<file path="src/rtl/enemy_pkg.sv">
// Shared types for the enemy formation: wave state encoding and the invader sprite.
package enemy_pkg;

  typedef enum logic [1:0] {
    ST_IDLE    = 2'd0,
    ST_MARCH   = 2'd1,
    ST_CLEARED = 2'd2,
    ST_INVADED = 2'd3
  } state_t;

  // Row 0 is the top line; bit 7 of each byte is the leftmost pixel.
  localparam logic [7:0] SPRITE [8] = '{
    8'h3C, 8'h7E, 8'hFF, 8'hCF, 8'hFF, 8'h24, 8'h5A, 8'hA5
  };

endpackage

</file>
<file path="src/rtl/enemy_sprite_rom.sv">
// 8x8 invader bitmap lookup, purely combinational.
module enemy_sprite_rom
  import enemy_pkg::*;
(
  input  logic [2:0] i_row,
  input  logic [2:0] i_col,
  output logic       o_bit
);

  logic [7:0] w_line;

  assign w_line = SPRITE[i_row];
  assign o_bit  = w_line[3'd7 - i_col];

endmodule

</file>
<file path="src/rtl/enemy_wave.sv">
// ROWS x COLS enemy formation: alive mask, left/right march with edge drop, bullet kills,
// and a registered pixel colour (1-cycle latency from h/v counters to R/G/B).
module enemy_wave
  import enemy_pkg::*;
#(
  parameter int          ROWS       = 4,
  parameter int          COLS       = 8,
  parameter int          SCALE      = 3,
  parameter int          PITCH_LOG2 = 5,
  parameter int          STEP_PX    = 2,
  parameter int          DROP_PX    = 8,
  parameter int          MOVE_DIV   = 4,
  parameter int          X0         = 40,
  parameter int          Y0         = 40,
  parameter int          X_MAX      = 616,
  parameter int          INVADE_Y   = 440,
  parameter logic [23:0] COLOR      = 24'hFF0000
) (
  input  logic                             clk,
  input  logic                             reset,
  input  logic                             start,
  input  logic                             frame_tick,
  input  logic [9:0]                       h_counter,
  input  logic [9:0]                       v_counter,
  input  logic [9:0]                       bullet_x,
  input  logic [9:0]                       bullet_y,
  input  logic                             bullet_vld,
  output logic [7:0]                       R,
  output logic [7:0]                       G,
  output logic [7:0]                       B,
  output logic                             hit,
  output logic [$clog2(ROWS*COLS+1)-1:0]   alive_cnt,
  output logic                             cleared,
  output logic                             invaded
);

  localparam int N      = ROWS * COLS;
  localparam int CW     = $clog2(N + 1);
  localparam int IW     = (N > 1) ? $clog2(N) : 1;
  localparam int DW     = (MOVE_DIV > 1) ? $clog2(MOVE_DIV) : 1;
  localparam int PITCH  = 1 << PITCH_LOG2;
  localparam int BOX    = 8 * SCALE;
  localparam int GRID_W = (COLS - 1) * PITCH + BOX;
  localparam int GRID_H = (ROWS - 1) * PITCH + BOX;
  localparam logic [9:0] OFS_MASK = 10'(PITCH - 1);

  // Map a point onto the grid; true when it lands inside a sprite box (alive or not).
  function automatic logic in_cell(input logic [9:0] p_x, input logic [9:0] p_y,
                                   input logic [9:0] a_x, input logic [9:0] a_y,
                                   output logic [IW-1:0] idx);
    logic [9:0] dx, dy, col, row, ox, oy;
    dx  = a_x - p_x;
    dy  = a_y - p_y;
    col = dx >> PITCH_LOG2;
    row = dy >> PITCH_LOG2;
    ox  = dx & OFS_MASK;
    oy  = dy & OFS_MASK;
    idx = IW'(32'(row) * COLS + 32'(col));
    return (a_x >= p_x) && (a_y >= p_y) && (32'(col) < COLS) && (32'(row) < ROWS)
        && (32'(ox) < BOX) && (32'(oy) < BOX);
  endfunction

  function automatic logic [5:0] sprite_rc(input logic [9:0] p_x, input logic [9:0] p_y,
                                           input logic [9:0] a_x, input logic [9:0] a_y);
    logic [9:0] ox, oy;
    ox = (a_x - p_x) & OFS_MASK;
    oy = (a_y - p_y) & OFS_MASK;
    return {3'(32'(oy) / SCALE), 3'(32'(ox) / SCALE)};
  endfunction

  state_t          r_state,     w_state_nx;
  logic [9:0]      r_pos_x,     w_pos_x_nx;
  logic [9:0]      r_pos_y,     w_pos_y_nx;
  logic            r_dir_left,  w_dir_left_nx;
  logic [N-1:0]    r_alive,     w_alive_nx;
  logic [CW-1:0]   r_alive_cnt, w_alive_cnt_nx;
  logic [DW-1:0]   r_div_cnt,   w_div_nx;
  logic            r_hit,       w_hit_nx;
  logic [7:0]      r_r, r_g, r_b;

  logic            w_b_in, w_p_in, w_rom_bit, w_p_lit, w_at_edge, w_invade;
  logic [IW-1:0]   w_b_idx, w_p_idx;
  logic [5:0]      w_p_rc;

  always_comb begin
    w_b_idx = '0;
    w_p_idx = '0;
    w_b_in  = in_cell(r_pos_x, r_pos_y, bullet_x, bullet_y, w_b_idx);
    w_p_in  = in_cell(r_pos_x, r_pos_y, h_counter, v_counter, w_p_idx);
    w_p_rc  = sprite_rc(r_pos_x, r_pos_y, h_counter, v_counter);
  end

  enemy_sprite_rom u_rom (
    .i_row (w_p_rc[5:3]),
    .i_col (w_p_rc[2:0]),
    .o_bit (w_rom_bit)
  );

  assign w_p_lit = w_p_in && r_alive[w_p_idx] && w_rom_bit;

  // Edge test spans the whole grid, dead columns included, so the march width never shrinks.
  assign w_at_edge = r_dir_left ? (32'(r_pos_x) < STEP_PX)
                                : (32'(r_pos_x) + STEP_PX + GRID_W > X_MAX);
  assign w_invade  = (32'(r_pos_y) + GRID_H >= INVADE_Y);

  always_comb begin
    w_state_nx     = r_state;
    w_pos_x_nx     = r_pos_x;
    w_pos_y_nx     = r_pos_y;
    w_dir_left_nx  = r_dir_left;
    w_alive_nx     = r_alive;
    w_alive_cnt_nx = r_alive_cnt;
    w_div_nx       = r_div_cnt;
    w_hit_nx       = 1'b0;
    if (start) begin
      w_state_nx     = ST_MARCH;
      w_pos_x_nx     = 10'(X0);
      w_pos_y_nx     = 10'(Y0);
      w_dir_left_nx  = 1'b0;
      w_alive_nx     = '1;
      w_alive_cnt_nx = CW'(N);
      w_div_nx       = '0;
    end else if (r_state == ST_MARCH) begin
      if (r_alive == '0)
        w_state_nx = ST_CLEARED;
      else if (w_invade)
        w_state_nx = ST_INVADED;
      if (frame_tick) begin
        if (32'(r_div_cnt) == MOVE_DIV - 1) begin
          w_div_nx = '0;
          if (w_at_edge) begin
            w_pos_y_nx    = r_pos_y + 10'(DROP_PX);
            w_dir_left_nx = ~r_dir_left;
          end else if (r_dir_left) begin
            w_pos_x_nx = r_pos_x - 10'(STEP_PX);
          end else begin
            w_pos_x_nx = r_pos_x + 10'(STEP_PX);
          end
        end else begin
          w_div_nx = r_div_cnt + DW'(1);
        end
      end
      // Decoded against the pre-step position.
      if (bullet_vld && w_b_in && r_alive[w_b_idx]) begin
        w_alive_nx[w_b_idx] = 1'b0;
        w_hit_nx            = 1'b1;
        w_alive_cnt_nx      = r_alive_cnt - CW'(1);
      end
    end
  end

  always_ff @(posedge clk) begin
    if (reset) begin
      r_state     <= ST_IDLE;
      r_pos_x     <= 10'(X0);
      r_pos_y     <= 10'(Y0);
      r_dir_left  <= 1'b0;
      r_alive     <= '1;
      r_alive_cnt <= CW'(N);
      r_div_cnt   <= '0;
      r_hit       <= 1'b0;
      r_r         <= '0;
      r_g         <= '0;
      r_b         <= '0;
    end else begin
      r_state     <= w_state_nx;
      r_pos_x     <= w_pos_x_nx;
      r_pos_y     <= w_pos_y_nx;
      r_dir_left  <= w_dir_left_nx;
      r_alive     <= w_alive_nx;
      r_alive_cnt <= w_alive_cnt_nx;
      r_div_cnt   <= w_div_nx;
      r_hit       <= w_hit_nx;
      r_r         <= w_p_lit ? COLOR[23:16] : 8'h00;
      r_g         <= w_p_lit ? COLOR[15:8]  : 8'h00;
      r_b         <= w_p_lit ? COLOR[7:0]   : 8'h00;
    end
  end

  assign R         = r_r;
  assign G         = r_g;
  assign B         = r_b;
  assign hit       = r_hit;
  assign alive_cnt = r_alive_cnt;
  assign cleared   = (r_state == ST_CLEARED);
  assign invaded   = (r_state == ST_INVADED);

endmodule

</file>
<file path="config.mk">
export PLATFORM = sky130hd
export DESIGN_NAME = enemy_wave
export DESIGN_NICKNAME = d
export VERILOG_FILES = /design/src/rtl/enemy_pkg.sv /design/src/rtl/enemy_sprite_rom.sv /design/src/rtl/enemy_wave.sv
export SDC_FILE = /design/constraint.sdc
export NUM_CORES = 1
export LEC_CHECK = 0
export ABC_AREA = 1
export CAP_MARGIN = 5
export CORE_UTILIZATION = 35
export CTS_CLUSTER_SIZE = 20
export DETAILED_ROUTE_END_ITERATION = 7
export PLACE_DENSITY_LB_ADDON = 0.2
export SLEW_MARGIN = 20
export SYNTH_ARGS = -nofsm -noshare
export SYNTH_HDL_FRONTEND = slang
export SYNTH_SLANG_ARGS = --single-unit
</file>
<file path="constraint.sdc">
create_clock -name clk -period 6 [get_ports clk]
set_input_delay 0.6 -clock clk [delete_from_list [all_inputs] [get_ports clk]]
set_output_delay 0.6 -clock clk [all_outputs]
set_load 0.03 [all_outputs]
</file>
==> run metrics <==
pin count of the biggest net entering global routing=43; final hold violation count=0; maximum clock frequency=about 0.19 GHz; reg2reg start=r_pos_y[3]; Pwr per Cell Area=~180 mW/mm^2; most common cell after layout, fill and taps aside=sky130_fd_sc_hd__nand2_1; maximum clock skew at final layout=between 0.01 and 0.015 ns; top area cells in the synthesized netlist=sky130_fd_sc_hd__dfxtp_1 20%, sky130_fd_sc_hd__nand2_1 13%, sky130_fd_sc_hd__ha_1 10%, sky130_fd_sc_hd__inv_1 8.9%, sky130_fd_sc_hd__nor2_1 8.9%; count of yosys warnings during synthesis=0; crit path kind=input pin to flip-flop; core area=roughly 0.017 mm^2; post-CTS setup buffer count=0; Via Count=just over 6000; Arrival @ worst endpoint=about 5.5 ns; total of hold buffers inserted after clock tree synthesis=0; starting utilization of the core area=36.29%; area used by multi-input combinational logic=about 0.004 mm^2; Port Buf Inserts=61; Crit path largest cell delay=0.57 ns; cell family with most CP delay=simple AND/OR/NAND/NOR gates; vias per inst=4.847; class of the worst hold path=flip-flop to flip-flop; Worst setup EP type=flip-flop; final wirelength=roughly 16 mm; fin area=0.007064 mm^2; CTS Buffer Depth=2; clock insertion delay at the later pin of the skew report=0.34 ns; setup-violating endpoint count in the final report=0; ports placed on the boundary=78; fraction of final layout cells sized beyond drive strength 1=roughly 5.4%; number of violations of the max-capacitance limit=0; reg-to-reg setup timing slack=1.16 ns; count of nets left with antenna violations after detail routing=0; worst vdd ir=0.0001406 V; Inserted Clock Buffers=9; count of standard-cell rows=47; leakage component of the power=about 3.2 nW; Cell variety after synth=48; DRC marker count from the first detailed-route iteration=between 300 and 400; wire length of the first global-routing pass=between 20 and 30 mm; area taken by flip-flops and latches=~0.0012 mm^2; CTS tree=done; worst-case reg-to-reg path depth=25; number of enable-type register cells in the synthesized netlist=0; H-Tree Depth=3; vias in the first global route=roughly 5600; total standard cell area after synthesis=between 0.006 and 0.007 mm^2; Layout area overhead=15.74%; FFs w/ async S/R, synth=0%; slowest stage cell on the critical path=sky130_fd_sc_hd__nor4_1; grt total ovfl=0; sink of the worst hold path=r_div_cnt[1]; quantity of gates resized following cts=0; height of the die=134.1 um; average instance area after synthesis=just over 6 um^2; Die Outline Area=0.01797 mm^2; flops & latches, synth=around 60; minimum clock period after layout=around 5.2 ns; routed length per placed instance=12.88 um; DRC violations left=0; final net count=around 1100; Antenna Cells=0; count of cell instances traversed by the critical path=27; Worst Max-Slew Pin Slew=slightly above 1 ns; highest net fanout along the worst path=5; result of the run=complete, no violations; max-slew violation total from the final report=0; commonest cells after routing, fill and taps aside=206 x sky130_fd_sc_hd__nand2_1, 145 x sky130_fd_sc_hd__inv_1, 144 x sky130_fd_sc_hd__nor2_1; number of antenna violations at the first check in global routing=0; Routability Congestion=about 0.84; clock transition at the registers of the reported paths=about 0.06 ns; cell type with the largest total area after synthesis=sky130_fd_sc_hd__dfxtp_1; worst r2r dst=R[6]; sum of net half-perimeters after detailed placement=~13 mm; Req. time, crit path=a little over 6 ns; 1st-pass router iterations=5; worst path bufs/invs=6; post-placement cell area=0.006798 mm^2; filler cell count in the final layout=1857; most instantiated flip-flop cell in the synthesis netlist=sky130_fd_sc_hd__dfxtp_1; critical path's most frequent cell=sky130_fd_sc_hd__nor2_1; worst hold path depth=2; RSZ-0062 raised after global routing=no; accumulated negative setup slack=0 ns; Die W=roughly 130 um; kind of launch point of the worst setup path=input pin; sink count of the clock tree=61; fin crit share=slightly below 90%; post-synthesis cell count=between 900 and 1000; area share of the largest cell type after synthesis=20.01%; total routing resource utilization after global routing=18.91%; worst min-delay path startpoint=r_div_cnt[1]; fraction of the yosys area taken by sequential cells=20.01%; Clock Tree Root=sky130_fd_sc_hd__clkbuf_16; worst rel slew slack=between 30% and 40%
## state kept, by name, summed over array words and instances (netlist names)
signal	flops
r_pos_x	9
alive_cnt	6
r_pos_y	7
R	1
r_div_cnt	2
r_state	2
r_dir_left	1
hit	1
r_alive	32
## layer usage
layer  track usage [%]  part of all wire (%)  vias up
li1                  -                     -     3286
met1             24.29                    49     2693
met2             32.24                    46      101
met3             3.099                   3.4       18
met4             5.868                   1.6        0
met5                 0                     0        -
## logic make-up after synthesis
kind of cell,share of synthesized area [%]
adders and majority gates,11.23
muxes,0.3280
AOI/OAI and AO/OA,18.14
DFF,20.01
xor gates and xnor gates,3.608
buffers and inverters,13.53
and+or+nand+nor,33.09
other,0.06144
## report_power, final
part,internal [mW],switching [mW]
logic,0.119,0.235
clock network,0.296,0.188
registers,0.406,0.000842
total,0.821,0.424
## tightest hold or removal path: stages, from the launching register on
cell                      delay [ns]
sky130_fd_sc_hd__dfxtp_1        0.31
sky130_fd_sc_hd__nand2_1        0.06
sky130_fd_sc_hd__a21oi_1        0.05
## synthesized netlist by cell type (3+ instances only)
| master | instances |
|---|---|
| sky130_fd_sc_hd__nor2_1 | 144 |
| sky130_fd_sc_hd__nand2_2 | 3 |
| sky130_fd_sc_hd__a21oi_1 | 63 |
| sky130_fd_sc_hd__ha_1 | 50 |
| sky130_fd_sc_hd__a211oi_1 | 10 |
| sky130_fd_sc_hd__nand3_1 | 56 |
| sky130_fd_sc_hd__nor2_2 | 4 |
| sky130_fd_sc_hd__xnor2_1 | 3 |
| sky130_fd_sc_hd__clkbuf_1 | 11 |
| sky130_fd_sc_hd__buf_4 | 23 |
| sky130_fd_sc_hd__nand4_1 | 15 |
| sky130_fd_sc_hd__xor2_1 | 14 |
| sky130_fd_sc_hd__nor3_1 | 15 |
| sky130_fd_sc_hd__o211ai_1 | 5 |
| sky130_fd_sc_hd__inv_2 | 3 |
| sky130_fd_sc_hd__buf_6 | 3 |
| sky130_fd_sc_hd__nand3b_1 | 3 |
| sky130_fd_sc_hd__a21oi_2 | 19 |
| sky130_fd_sc_hd__nor4_1 | 12 |
| sky130_fd_sc_hd__o21a_1 | 3 |
| sky130_fd_sc_hd__dfxtp_1 | 61 |
| sky130_fd_sc_hd__o22ai_1 | 4 |
| sky130_fd_sc_hd__nand2_1 | 206 |
| sky130_fd_sc_hd__o21bai_1 | 3 |
| sky130_fd_sc_hd__nor3_2 | 3 |
| sky130_fd_sc_hd__fa_1 | 3 |
| sky130_fd_sc_hd__o31ai_1 | 5 |
| sky130_fd_sc_hd__buf_2 | 3 |
| sky130_fd_sc_hd__o21ai_0 | 68 |
| sky130_fd_sc_hd__inv_1 | 145 |
## cell type report
class                           count  area share [%]
Multi-Input combinational cell    750           58.22
Sequential cell                    61           17.29
Timing Repair Buffer               63           8.856
Inverter                          150           7.970
Tap cell                          220           3.897
Clock buffer                       12           3.631
Clock inverter                      2          0.1417
## worst max-delay path by stage
stage | start | slack (ns) | end
CTS | v_counter[3] | 0.74 | R[6]
global placement | v_counter[3] | 0.53 | R[6]
global route | v_counter[3] | 0.12 | R[6]
floorplan | v_counter[3] | 1.45 | R[6]
detailed placement | v_counter[3] | 0.40 | R[6]
finish | v_counter[3] | 0.77 | R[6]
## through the flow
stage | setup WS, ns | instances | util [%] | power (mW) | hold slack, ns
final | 0.7686 | 1258 | 42.00 | 1.245 | 0.4742
after detailed placement | 0.3950 | 1244 | 40.42 | 0.7679 | 0.4662
after global placement | 0.5314 | 1244 | 40.42 | 0.7687 | 0.4589
after global routing | 0.1201 | 1258 | 42.00 | 1.321 | 0.5128
after floorplan | 1.454 | 1001 | - | 0.6762 | 0.4442
after CTS | 0.7426 | 1258 | 42.00 | 1.260 | 0.4740
Note: power is estimated with default switching activity, not from simulation.
